## src/rtl/frog_motion_if.sv

```systemverilog
// Pixel-side bus of the frog sprite: draw coordinate and ROM data in,
// ROM address/select and the registered pixel result out.
interface frog_motion_if;
   logic [9:0] DrawX;
   logic [9:0] DrawY;
   logic [7:0] rom_data;
   logic [4:0] DX;
   logic [4:0] DY;
   logic [2:0] dir;
   logic       is_frog;
   logic [7:0] frog_color_idx;

   modport master (
      output DrawX, DrawY, rom_data,
      input  DX, DY, dir, is_frog, frog_color_idx
   );

   modport slave (
      input  DrawX, DrawY, rom_data,
      output DX, DY, dir, is_frog, frog_color_idx
   );
endinterface

```

## src/rtl/frog_motion.sv

```systemverilog
// Grid-stepping frog: one jump of GRID pixels per key press, spread over JUMP_FRAMES frames.
// Define FROG_HOLD_REPEAT_EN to let a held key auto-repeat jumps (no WAIT_RELEASE state).
//
// state        | meaning
// S_IDLE       | standing; a direction key on a frame tick turns and maybe starts a jump
// S_JUMP       | moving GRID/JUMP_FRAMES pixels per frame tick until the jump is done
// S_WAIT_REL   | jump done; waits for a frame tick with no key (absent in repeat build)
module frog_motion #(
   parameter int GRID        = 24,
   parameter int JUMP_FRAMES = 8,
   parameter int X_MIN       = 8,
   parameter int X_MAX       = 608,
   parameter int Y_MIN       = 0,
   parameter int Y_MAX       = 456,
   parameter int X_START     = 296,
   parameter int Y_START     = 456
) (
   input  logic          Clk,
   input  logic          Reset,
   input  logic          frame_clk,
   input  logic [7:0]    keycode,
   output logic [9:0]    frog_x,
   output logic [9:0]    frog_y,
   frog_motion_if.slave  pix
);

   localparam int         STEP     = GRID / JUMP_FRAMES;
   localparam int         CW       = $clog2(JUMP_FRAMES + 1);
   localparam logic [9:0] STEP10   = 10'(STEP);
   localparam logic [10:0] GRID11  = 11'(GRID);
   localparam logic [10:0] X_MIN11 = 11'(X_MIN);
   localparam logic [10:0] Y_MIN11 = 11'(Y_MIN);
   localparam logic [10:0] X_SPAN  = 11'(X_MAX - X_MIN);
   localparam logic [10:0] Y_SPAN  = 11'(Y_MAX - Y_MIN);
   localparam logic [CW-1:0] CNT_DONE = CW'(JUMP_FRAMES);

   typedef enum logic [1:0] {
      S_IDLE     = 2'd0,
`ifdef FROG_HOLD_REPEAT_EN
      S_JUMP     = 2'd1
`else
      S_JUMP     = 2'd1,
      S_WAIT_REL = 2'd2
`endif
   } state_t;

   state_t          state_q, state_d;
   logic [1:0]      facing_q, facing_d;
   logic [CW-1:0]   cnt_q, cnt_d;
   logic [9:0]      x_q, x_d;
   logic [9:0]      y_q, y_d;
   logic            frame_clk_q;
   logic            is_frog_q, is_frog_d;
   logic [7:0]      color_q, color_d;

   logic            frame_tick;
   logic            key_valid;
   logic [1:0]      key_dir;
   logic [10:0]     tx, ty;
   logic            target_ok;
   logic [CW-1:0]   cnt_inc;
   logic            in_box;

   assign frame_tick = frame_clk & ~frame_clk_q;
   assign cnt_inc    = cnt_q + CW'(1);

   always_comb begin
      key_valid = 1'b1;
      key_dir   = 2'd0;
      case (keycode)
         8'h1A:   key_dir = 2'd0;
         8'h07:   key_dir = 2'd1;
         8'h16:   key_dir = 2'd2;
         8'h04:   key_dir = 2'd3;
         default: key_valid = 1'b0;
      endcase
   end

   // Target cell in 11 bits: moving below 0 wraps past 1023, which the span test rejects.
   always_comb begin
      tx = {1'b0, x_q};
      ty = {1'b0, y_q};
      case (key_dir)
         2'd0:    ty = {1'b0, y_q} - GRID11;
         2'd1:    tx = {1'b0, x_q} + GRID11;
         2'd2:    ty = {1'b0, y_q} + GRID11;
         default: tx = {1'b0, x_q} - GRID11;
      endcase
      target_ok = (11'(tx - X_MIN11) <= X_SPAN) && (11'(ty - Y_MIN11) <= Y_SPAN);
   end

   always_comb begin
      state_d  = state_q;
      facing_d = facing_q;
      cnt_d    = cnt_q;
      x_d      = x_q;
      y_d      = y_q;
      case (state_q)
         S_IDLE: begin
            if (frame_tick && key_valid) begin
               facing_d = key_dir;
               if (target_ok) begin
                  state_d = S_JUMP;
                  cnt_d   = '0;
               end
            end
         end
         S_JUMP: begin
            if (frame_tick) begin
               case (facing_q)
                  2'd0:    y_d = y_q - STEP10;
                  2'd1:    x_d = x_q + STEP10;
                  2'd2:    y_d = y_q + STEP10;
                  default: x_d = x_q - STEP10;
               endcase
               cnt_d = cnt_inc;
               if (cnt_inc == CNT_DONE) begin
`ifdef FROG_HOLD_REPEAT_EN
                  state_d = S_IDLE;
`else
                  state_d = S_WAIT_REL;
`endif
               end
            end
         end
`ifndef FROG_HOLD_REPEAT_EN
         S_WAIT_REL: begin
            if (frame_tick && (keycode == 8'h00)) state_d = S_IDLE;
         end
`endif
         default: state_d = S_IDLE;
      endcase
   end

   always_comb begin
      in_box = (pix.DrawX >= x_q) && ({1'b0, pix.DrawX} < ({1'b0, x_q} + GRID11)) &&
               (pix.DrawY >= y_q) && ({1'b0, pix.DrawY} < ({1'b0, y_q} + GRID11));
      pix.DX    = in_box ? 5'(pix.DrawX - x_q) : 5'd0;
      pix.DY    = in_box ? 5'(pix.DrawY - y_q) : 5'd0;
      is_frog_d = in_box && (pix.rom_data != 8'h00);
      color_d   = in_box ? pix.rom_data : 8'h00;
   end

   always_ff @(posedge Clk) begin
      if (Reset) begin
         state_q     <= S_IDLE;
         facing_q    <= 2'd0;
         cnt_q       <= '0;
         x_q         <= 10'(X_START);
         y_q         <= 10'(Y_START);
         frame_clk_q <= 1'b0;
         is_frog_q   <= 1'b0;
         color_q     <= 8'h00;
      end else begin
         state_q     <= state_d;
         facing_q    <= facing_d;
         cnt_q       <= cnt_d;
         x_q         <= x_d;
         y_q         <= y_d;
         frame_clk_q <= frame_clk;
         is_frog_q   <= is_frog_d;
         color_q     <= color_d;
      end
   end

   assign pix.dir            = {(state_q == S_JUMP), facing_q};
   assign pix.is_frog        = is_frog_q;
   assign pix.frog_color_idx = color_q;
   assign frog_x             = x_q;
   assign frog_y             = y_q;

endmodule

```

## src/flat_wrapper.sv

```systemverilog
// flat-port wrapper written by rule: the top's interface ports become plain ports
module frog_motion_flat 
#(
   parameter int GRID        = 24,
   parameter int JUMP_FRAMES = 8,
   parameter int X_MIN       = 8,
   parameter int X_MAX       = 608,
   parameter int Y_MIN       = 0,
   parameter int Y_MAX       = 456,
   parameter int X_START     = 296,
   parameter int Y_START     = 456
)
  (Clk, Reset, frame_clk, keycode, frog_x, frog_y, pix_DrawX, pix_DrawY, pix_rom_data, pix_DX, pix_DY, pix_dir, pix_is_frog, pix_frog_color_idx);
  frog_motion_if pix_i ();
  input  logic Clk;
  input  logic Reset;
  input  logic frame_clk;
  input  logic [7:0] keycode;
  output logic [9:0] frog_x;
  output logic [9:0] frog_y;
  input wire logic [$bits(pix_i.DrawX)-1:0] pix_DrawX;
  input wire logic [$bits(pix_i.DrawY)-1:0] pix_DrawY;
  input wire logic [$bits(pix_i.rom_data)-1:0] pix_rom_data;
  output wire logic [$bits(pix_i.DX)-1:0] pix_DX;
  output wire logic [$bits(pix_i.DY)-1:0] pix_DY;
  output wire logic [$bits(pix_i.dir)-1:0] pix_dir;
  output wire logic [$bits(pix_i.is_frog)-1:0] pix_is_frog;
  output wire logic [$bits(pix_i.frog_color_idx)-1:0] pix_frog_color_idx;
  assign pix_i.DrawX = pix_DrawX;
  assign pix_i.DrawY = pix_DrawY;
  assign pix_i.rom_data = pix_rom_data;
  assign pix_DX = pix_i.DX;
  assign pix_DY = pix_i.DY;
  assign pix_dir = pix_i.dir;
  assign pix_is_frog = pix_i.is_frog;
  assign pix_frog_color_idx = pix_i.frog_color_idx;
  frog_motion #(.GRID(GRID), .JUMP_FRAMES(JUMP_FRAMES), .X_MIN(X_MIN), .X_MAX(X_MAX), .Y_MIN(Y_MIN), .Y_MAX(Y_MAX), .X_START(X_START), .Y_START(Y_START)) u_core (.Clk(Clk), .Reset(Reset), .frame_clk(frame_clk), .keycode(keycode), .frog_x(frog_x), .frog_y(frog_y), .pix(pix_i));
endmodule
```

## config.mk

```make
export PLATFORM = sky130hd
export DESIGN_NAME = frog_motion_flat
export DESIGN_NICKNAME = d
export VERILOG_FILES = /design/src/rtl/frog_motion_if.sv /design/src/rtl/frog_motion.sv /design/src/flat_wrapper.sv
export SDC_FILE = /design/constraint.sdc
export NUM_CORES = 1
export LEC_CHECK = 0
export ABC_AREA = 1
export CORE_UTILIZATION = 40
export CTS_BUF_LIST = sky130_fd_sc_hd__clkbuf_16
export DETAILED_ROUTE_END_ITERATION = 8
export MAX_ROUTING_LAYER = met4
export SLEW_MARGIN = 10
export SYNTH_ARGS = -nofsm -noshare
export SYNTH_HDL_FRONTEND = slang
export SYNTH_SLANG_ARGS = --single-unit
```

## constraint.sdc

```tcl
create_clock -name Clk -period 7.8 [get_ports Clk]
set_input_delay 1.17 -clock Clk [delete_from_list [all_inputs] [get_ports Clk]]
set_output_delay 1.17 -clock Clk [all_outputs]
set_load 0.05 [all_outputs]
```

==> metrics <==
status finished, final reports clean; DIE AREA 11400 um^2; worst slack, placed 2220 ps; # Max-Cap Violations 0; clock sinks 38; post-CTS setup buffers 0; crit path kind primary input to output port; grt total ovfl 0; vias per inst 5.14; CP endpoint kind output port; Synth Instances 681; Final Critical Period 5590 ps; Post-synth EDFFs 0; Core Util, Final 0.527; Synth Cell Area 4370 um^2; CP max stage delay 830 ps; Die X-Extent 107 um; slowest stage cell on the critical path clkdlybuf4s50_1; PortBufs 80; 1st-iter DRT viols 278; count leader, synth nand2_1; Synthesis Warnings 0; antenna fix cells 0; crit path cell chain clkdlybuf4s50_1 > ha_1 > nand2_1 > inv_1 > nand3_1 > or4_1 > nand4_1 > o21ai_0 > nor2_1 > nand2_1 > nor2_1 > clkdlybuf4s50_1; WP depth 12; maximum clock rate 0.179 GHz; max-slew violation count 0; CTS tree built; asr flop ratio synth 0; crit-path max FO 10; reg2reg start u_core.frog_x[3]; Detail Route Antenna Nets 0; dominant cell type by area after synthesis dfxtp_1; dpl cells 891; flop-to-flop setup slack 4450 ps; layout cells sized above 1 0.0603; crit share post-route 0.716; Synth area leaders dfxtp_1 (17%), ha_1 (16%), nand2_1 (12%); Worst Setup EP pix_DY[4]; placed instance area 5320 um^2; Bufs on Longest Clock Path 2; Core Area 10500 um^2; Pwr Total 0.916 mW; Starting Density 0.418; Setup WS post-layout 2210 ps; crit-path leading delay family simple AND/OR/NAND/NOR gates; slew margin rel. 0.580; WL/cell 13.5 um; Avg Inst Size Synth 6.42 um^2; final-report hold violation count 0; origin of the worst setup path pix_DrawX[3]; DRT Wirelength 12200 um; Die Height 107 um; All-Layer GR Usage 0.229; worst min path class register to register; # rows 37; hold buffers post-CTS 0; RSZ-0062 raised after global routing false; setup TNS 0 ps; Pre-Repair DR Iteration Count 4; Worst Path Required 6630 ps; worst-skew pair later-pin latency 290 ps; Pwr per Cell Area 166 nW/um^2; hpwl dp 9900 um; VDD IR max 0.000140 V; # IOs 81; Tightest Pin Transition 627 ps; crit path DAT 4420 ps; CTS Buf Count 5; CTS Root Cell clkbuf_16; final net count 862; Pleak 2.62 nW; first-pass GRT wire length 20500 um; length in cells of the worst reg-to-reg path 16; synthesis-stage register bit count 38; Setup crit start kind primary input; Clock Skews 7.24 ps; Synthesized Nets 781; final non-filler cell area 5510 um^2; post-CTS resize count 0; P&R area growth vs syn 26.0%; fin cells 899; placer congestion estimate 0.881; vias in the first global route 4493; Worst Path Buf+Inv 3; worst hold margin 541 ps; DR vias 4617; Synth top cells by count nand2_1 (142), inv_1 (98), nor2_1 (79); CTS clk-pin slew, worst paths 60 ps; initial antenna violation count 0; DRC viols 0; Distinct cells, synth 42; largest net degree at the start of global routing 24; H-tree depth 2; Seq/Total Area, Yosys 0.174; endpoints failing setup 0; Synth top area share 0.174; Synth Flop Type dfxtp_1; r2r endpoint u_core.pix.is_frog
[how the worst min path moves through the flow]
stage | endpoint | startpoint | slack [ps] | cells past startpoint
global placement | u_core.cnt_q[1] | u_core.cnt_q[1] | 520 | 4
detailed placement | u_core.cnt_q[1] | u_core.cnt_q[1] | 530 | 4
floorplan | u_core.cnt_q[1] | u_core.cnt_q[1] | 500 | 4
CTS | u_core.cnt_q[1] | u_core.cnt_q[1] | 540 | 4
global route | u_core.cnt_q[3] | u_core.cnt_q[3] | 590 | 4
finish | u_core.cnt_q[3] | u_core.cnt_q[3] | 540 | 4
[sequential cells by signal (all words and copies together) (netlist names)]
register / cells
u_core.pix.frog_color_idx: 8
u_core.frog_x: 10
u_core.state_q: 2
u_core.frame_clk_q: 1
u_core.frog_y: 10
u_core.cnt_q: 4
u_core.facing_q: 2
u_core.pix.is_frog: 1
[worst reg2reg max path: stages (launching register included)]
cell and delay, ps:
dfxtp_1 550, inv_1 230, ha_1 280, xnor2_1 300, inv_1 80, ha_1 290, nand2_1 60, nor2_1 40
a211oi_1 160, o21ai_0 130, nand3_1 80, nand2_1 50, a21oi_1 140, o21ai_0 150, nor2_1 160, nand3_1 340
a21oi_1 230
[power breakdown]
part / leakage (nW) / internal [mW] / switching (mW)
logic: 2.22 / 0.151 / 0.251
clock network: 0.0940 / 0.184 / 0.0904
registers: 0.308 / 0.216 / 0.0234
total: 2.62 / 0.551 / 0.365
[layout by cell type (no fill, tap or decap), types with 4 or more instances in the layout]
cell type          n
nand2_1          142
inv_1             98
clkdlybuf4s50_1   80
nor2_1            79
a21oi_1           61
ha_1              57
nand3_1           49
dfxtp_1           38
o21ai_0           35
nand4_1           14
xor2_1            14
inv_2              9
nor3_1             9
nand3_2            7
nor2_4             5
xnor2_1            5
clkbuf_16          5
nand2_4            4
o21ai_1            4
o211ai_1           4
fa_1               4
[logic make-up after synthesis]
family / count (synthesis) / share of synthesized area
XOR/XNOR: 19 / 0.0380
AO/OA/AOI/OAI: 124 / 0.160
AND/OR/NAND/NOR: 323 / 0.345
adder cells (fa/ha/maj): 61 / 0.181
flip-flops: 38 / 0.174
buffers and inverters: 116 / 0.102
[area by class of cell]
class / instances / area [um^2]
well taps: 136 / 170
repair buffers: 82 / 816
flip-flops and latches: 38 / 761
fillers: 1057 / 4950
clock inverters: 3 / 68.8
inverters: 108 / 405
multi-input cells: 527 / 3170
clock buffers: 5 / 125
[routing by layer]
layer  share of wire  track usage  vias to the layer above
li1                -            -                     2435
met1            0.46        0.278                     2074
met2            0.49        0.406                       95
met3           0.033       0.0213                       13
met4           0.017       0.0597                        0
met5               0            -                        -
(Power assumes the default switching activity.)
